--- config.mk ---
export PLATFORM = sky130hd
export DESIGN_NAME = stack_pop_collector
export DESIGN_NICKNAME = d
export VERILOG_FILES = /design/src/rtl/stack_pop_collector.sv
export SDC_FILE = /design/constraint.sdc
export NUM_CORES = 1
export LEC_CHECK = 0
export BUFFER_PORTS_ARGS = -buffer_cell sky130_fd_sc_hd__clkbuf_2
export CAP_MARGIN = 40
export CORE_MARGIN = 8
export CORE_UTILIZATION = 49
export DETAILED_ROUTE_END_ITERATION = 8
export PLACE_DENSITY = 0.87
export SLEW_MARGIN = 20
export SYNTH_ARGS = -nofsm -noshare
export SYNTH_HDL_FRONTEND = slang
export SYNTH_SLANG_ARGS = --single-unit
--- constraint.sdc ---
create_clock -name clk -period 2.1 [get_ports clk]
set_clock_uncertainty 0.05 [all_clocks]
set_input_delay 0.63 -clock clk [delete_from_list [all_inputs] [get_ports clk]]
set_output_delay 0.63 -clock clk [all_outputs]
set_load 0.03 [all_outputs]
--- src/rtl/stack_pop_collector.sv ---
// stack_pop_collector: gathers a return PC (and, for RTI, a flags word)
// from consecutive data-memory read beats during a stack pop.
//
// Memory handshake: mem_rd_req is held high in REQ until mem_rd_ack is seen.
// mem_rd_valid then marks the cycle carrying the read data.
// Valid is honoured only in WAIT, or in REQ in the same cycle as ack.
// Valid at any other time is dropped.
//
// state_dbg exposes the FSM state: 0 IDLE, 1 REQ, 2 WAIT, 3 DONE.
module stack_pop_collector #(
    parameter int DATA_W     = 16,
    parameter int PC_W       = 32,
    parameter int FLAG_W     = 3,
    parameter bit LOW_FIRST  = 1'b1,
    parameter bit FLAGS_LAST = 1'b1
) (
    input  logic              clk,
    input  logic              rst,
    input  logic              start,
    input  logic              mode_rti,
    input  logic              flush,
    output logic              mem_rd_req,
    input  logic              mem_rd_ack,
    input  logic              mem_rd_valid,
    input  logic [DATA_W-1:0] mem_rd_data,
    output logic              busy,
    output logic              done,
    output logic [PC_W-1:0]   pc_out,
    output logic [FLAG_W-1:0] flags_out,
    output logic              flag_sel,
    output logic [1:0]        state_dbg
);

    localparam int NBEATS = PC_W / DATA_W;
    // Wide enough for total beat counts up to NBEATS + 1 = 9.
    localparam int CW = 4;

    typedef enum logic [1:0] {
        S_IDLE = 2'd0,
        S_REQ  = 2'd1,
        S_WAIT = 2'd2,
        S_DONE = 2'd3
    } state_t;

    state_t        state;
    state_t        state_nxt;
    logic [CW-1:0] beat_cnt;
    logic          mode_q;

    logic [CW-1:0] last_idx;
    logic [CW-1:0] flag_idx;
    logic [CW-1:0] pc_idx;
    logic [CW-1:0] slice_idx;
    logic          beat_fire;
    logic          is_last;
    logic          is_flag;

    // Beat bookkeeping. Beat index k selects either the flags beat or PC slice j.
    // If the flags beat comes first, j lags k by one.
    always_comb begin
        last_idx  = CW'(NBEATS - 1) + CW'(mode_q);
        flag_idx  = FLAGS_LAST ? CW'(NBEATS) : '0;
        is_flag   = mode_q && (beat_cnt == flag_idx);
        pc_idx    = (mode_q && !FLAGS_LAST) ? beat_cnt - CW'(1) : beat_cnt;
        slice_idx = LOW_FIRST ? pc_idx : CW'(NBEATS - 1) - pc_idx;
        beat_fire = ((state == S_REQ) && mem_rd_ack && mem_rd_valid) ||
                    ((state == S_WAIT) && mem_rd_valid);
        is_last   = (beat_cnt == last_idx);
    end

    // State register.
    always_ff @(posedge clk) begin
        if (rst) state <= S_IDLE;
        else     state <= state_nxt;
    end

    // Next-state logic. Flush wins over any beat arriving in the same cycle.
    always_comb begin
        state_nxt = state;
        case (state)
            S_IDLE: if (start) state_nxt = S_REQ;
            S_REQ: begin
                if (flush)            state_nxt = S_IDLE;
                else if (mem_rd_ack) begin
                    if (!mem_rd_valid) state_nxt = S_WAIT;
                    else if (is_last)  state_nxt = S_DONE;
                    else               state_nxt = S_REQ;
                end
            end
            S_WAIT: begin
                if (flush)             state_nxt = S_IDLE;
                else if (mem_rd_valid) state_nxt = is_last ? S_DONE : S_REQ;
            end
            S_DONE:  state_nxt = S_IDLE;
            default: state_nxt = S_IDLE;
        endcase
    end

    // Moore outputs decoded from the current state.
    always_comb begin
        mem_rd_req = (state == S_REQ);
        busy       = (state != S_IDLE);
        done       = (state == S_DONE);
        flag_sel   = (state == S_DONE) && mode_q;
        state_dbg  = state;
    end

    // Datapath: latch the mode on start and count beats.
    // Each beat is written in place into its PC slice or into the flags.
    always_ff @(posedge clk) begin
        if (rst) begin
            beat_cnt  <= '0;
            mode_q    <= 1'b0;
            pc_out    <= '0;
            flags_out <= '0;
        end else begin
            if ((state == S_IDLE) && start) begin
                mode_q   <= mode_rti;
                beat_cnt <= '0;
            end else if (beat_fire && !flush) begin
                if (!is_last) beat_cnt <= beat_cnt + CW'(1);
                if (is_flag) begin
                    flags_out <= mem_rd_data[FLAG_W-1:0];
                end else begin
                    for (int s = 0; s < NBEATS; s++) begin
                        if (slice_idx == CW'(s)) pc_out[s*DATA_W +: DATA_W] <= mem_rd_data;
                    end
                end
            end
        end
    end

endmodule

-- Word-level counts from Yosys, hierarchy flattened
Index checks and enable logic that the tools add are counted.
- $add $sub $neg: 2
- equal/unequal tests: 9
- mux-type cells: 8
- bitwise logic cells: 3
- reduce and logical (&&, ||, !) cells: 18
- operators by type and width (cell ; number):
    2-bit two-way mux ; 7
    2-bit case mux with 4 select lines ; 1
    4-bit AND reduction ; 2
    1-bit logical AND ; 7
    3-bit AND reduction ; 2
    4-bit by 1-bit adder with 4-bit output (second input constant) ; 1
    2-bit == test (second input constant) ; 2
    4-bit by 1-bit == test with 1-bit output (second input constant) ; 1
    4-bit by 2-bit == test with 1-bit output ; 1
    4-bit by 2-bit == test with 1-bit output (second input constant) ; 1
    4-bit logical NOT ; 1
    3-bit by 2-bit != test with 1-bit output (second input constant) ; 1
    3-bit != test (second input constant) ; 1
    1-bit inverter ; 3
    1-bit by 1-bit adder with 2-bit output (first input constant) ; 1
    2-bit by 1-bit == test with 1-bit output (second input constant) ; 1
    2-bit logical NOT ; 1
    2-bit != test (second input constant) ; 1
    2-bit AND reduction ; 1
    2-bit nonzero test ; 1
    2-bit OR reduction ; 1
    1-bit logical NOT ; 1
    1-bit logical OR ; 1
- register bits after elaboration: 42
- bits of input ports: 23
- logic and storage cells: 46

-- Logic depth before layout (Yosys ltp)
- depth in word-level cells: 7
- mapped depth: 7
- depth with buffers taken out: 6

-- Least setup slack after synthesis
No wires, ideal clock.
- path type: register to output
- from: register state[0], in the netlist state_dbg[0]
- to: output mem_rd_req
- arrival: 1.252 ns
- data required time: 1.420 ns
- setup slack: 0.168 ns
- stages on the path, launching flop included: 3
- cell sequence: dfxtp_1 -> buf_2 -> nor2b_1
- longest elaborated chain between the ends: 1
- RTL lines (element ; line ; text):
    from (decl) ; 45 ; state_t state;
    from (signal assigned) ; 74 ; else state <= state_nxt;
    2-bit by 1-bit == test with 1-bit output ; 101 ; mem_rd_req = (state == S_REQ);
    to (decl) ; 22 ; output logic mem_rd_req,
Every way passes these cells.

-- Worst setup path in the final report
Ends and elaborated chain as after synthesis.

==> flow_summary.toml <==
[global_routing]
grt_max_degree = 39
grt_pass1_wl_mm = 8.155
gr-usage-all-layers_pct = 16.23
antenna_found_initial = 0
grt_pass1_vias = 1703
grt_overflow = 0

[finish]
final_cell_area_um2 = 2273
diodes = 0
fillers = 313
syn_to_final_growth_pct = 22.19
drive_gt1_share_pct = 28.57
fin_nets = 306
fin_util_pct = 62.10

[synthesis]
syn_avg_cell_area_um2 = 8.343
syn_area_um2 = 1861
synth_edf_count = 0
yosys_warnings = 0
seq_area_frac_synth_pct = 45.19
synthTopCellsByCount = "dfxtp_1, nand3_1, a21oi_1"
synth.top_cell.area_share_pct = 45.19
synth_most_common_cell = "dfxtp_1"
async_flop_share_pct = 0
yosysTopAreaCell = "dfxtp_1"
synthFlopType = "dfxtp_1"
synth.distinct_cells = 31
synth_area_leaders = "dfxtp_1, nand3_1, a21oi_1"
syn_nets = 250
synthCells = 223
ys_ff_latch = 42

[power_and_ir_drop]
power.internal_mw = 1.197
p_comb_share_pct = 7.3
pwr-share-seq_pct = 52.2
switching_share_pct = 23.00
power.density_nw_per_um2 = 683.5
ir_worst_vdd_mv = 0.3649
p_clk_share_pct = 40.5
leakagePower_nw = 0.9170
p_switching_mw = 0.3573

[sta]
hold_viol = 0
worst_pin_slew_ns = 0.4580
setup_tns_ns = 0
final.min_clock_period_ns = 1.970
relSlewSlack_pct = 69.43
min_period_over_period_pct = 93.80
final-setup-viol-count = 0
fin_hold_ws_ns = 0.4253
max_clock_freq_ghz = 0.5077
rsz0062_at_grt = "no"
finalMaxSlewViolations = 0

[placement]
portBuffers = 63
hpwl_mm = 3.553
gp_congestion = 0.7760
dpl-instance-area_um2 = 2163

[die]
die_width_um = 77.62
die_h_um = 77.62
coreArea_um2 = 3661
ioPinCount = 64
row_count = 22
start_util_pct = 50.82
dieArea_um2 = 6025

[worst_setup_path]
worstSetupStartpointType = "flop"
required_ns = 1.42
worstPathMaxFanout = 11
arrival_ns = 1.29
endpoint_kind = "primary output"
path_class = "reg -> out"

[detailed_routing]
drt-wirelength-per-cell_um = 15.34
drt_first_pass_iters = 4
vias = 1822
detail-route-antenna-nets = 0
drt-total-wl_mm = 5.032
drc = 0
dr.first_iter.drc_count = 207
vias_per_cell = 5.555

[clock_tree]
cts_made_buffers = 5
cts-resized-gates = 0
hold_buffers = 0
cts_sinks = 42
insertion_delay_ns = 0.29
clockBufferDepth = 2
cts.clk_slew.worst_paths_ns = 0.07
cts_setup_buffers = 0
cts_root_buf = "clkbuf_8"
ctsHtreeMaxLevel = 2
cts_tree = "built"

[run]
max-cap-violations = 0

[min_path]
hold_class = "reg -> reg"

[outcome]
status = "completed"
## sequential cells by signal, indices dropped and copies added, names as in the netlist
name and cells:
mode_q 1, beat_cnt 4, pc_out 32, flags_out 3, state_dbg 2
## per-layer routing
| metal | wire length [um] | part of all wire (%) | GRT usage (%) |
|---|---|---|---|
| met1 | 2194 | 44 | 19.74 |
| met3 | 335 | 6.7 | 4.493 |
| met4 | 85 | 1.7 | 8.491 |
| met2 | 2417 | 48 | 25.48 |
| met5 | 0 | 0 | 0 |
## cells in the final DEF, fill, tap and decap left out, types with 3 or more instances in the layout
cell type,synthesis,routed
nand3_1,37,37
nor2_1,4,4
nor3_1,4,4
o21a_1,3,3
nand2_1,6,6
dfxtp_1,42,42
a21oi_1,36,36
inv_1,6,6
clkbuf_8,0,5
o21ai_0,33,33
mux2i_1,4,4
ha_1,4,4
clkbuf_2,0,63
o21ai_1,8,8
buf_4,0,4
## through the flow
stage	cells	power, mW	setup slack (ns)
final	328	1.554	0.1302
after global routing	328	1.605	0.05485
after CTS	328	1.563	0.1378
after detailed placement	320	0.9416	0.1747
after global placement	320	0.9399	0.2274
after floorplan	223	0.8948	0.1676
## worst paths after layout
path / startpoint / endpoint / slack, ns / depth (start not counted)
max: state_dbg[0]$_SDFFE_PP0P_ / mem_rd_req / 0.13 / 2
min: pc_out[2]$_SDFFE_PP0P_ / pc_out[2]$_SDFFE_PP0P_ / 0.43 / 2
max reg2reg: beat_cnt[0]$_SDFFE_PP0P_ / pc_out[0]$_SDFFE_PP0P_ / 0.32 / 7
min reg2reg: pc_out[2]$_SDFFE_PP0P_ / pc_out[2]$_SDFFE_PP0P_ / 0.43 / 2
## cells by family (layout without fill, tap and decap cells)
family                   Yosys count  count (layout)  share of synthesized area, %
AND/OR/NAND/NOR                   63              63                         17.96
adder cells (fa/ha/maj)            4               4                         2.690
buffers and inverters             25              82                         6.927
AO/OA/AOI/OAI                     85              85                         25.08
flip-flops                        42              42                         45.19
multiplexers                       4               4                         2.152
## power by group through the flow
stage / Combinational [mW] / Clock, mW / Sequential, mW
2_1_floorplan: 0.0581 / 0 / 0.837
3_3_place_gp: 0.110 / 0 / 0.829
4_1_cts: 0.112 / 0.639 / 0.811
5_1_grt: 0.121 / 0.672 / 0.812
6_report: 0.113 / 0.630 / 0.811
3_5_place_dp: 0.112 / 0 / 0.830
## final cells by class
class | count | area (um^2) | area share [%]
Clock buffer | 6 | 72.57 | 3.192
Clock inverter | 2 | 37.54 | 1.651
Inverter | 7 | 26.28 | 1.156
Multi-Input combinational cell | 156 | 890.9 | 39.19
Sequential cell | 42 | 840.8 | 36.98
Tap cell | 48 | 60.06 | 2.642
Timing Repair Buffer | 67 | 345.3 | 15.19
## worst max-delay path, cell delays in order (launching register included)
cell and delay [ns]:
dfxtp_1 0.52, nor2b_1 0.24, clkbuf_2 0.24
Power figures use the tool's default switching activity.
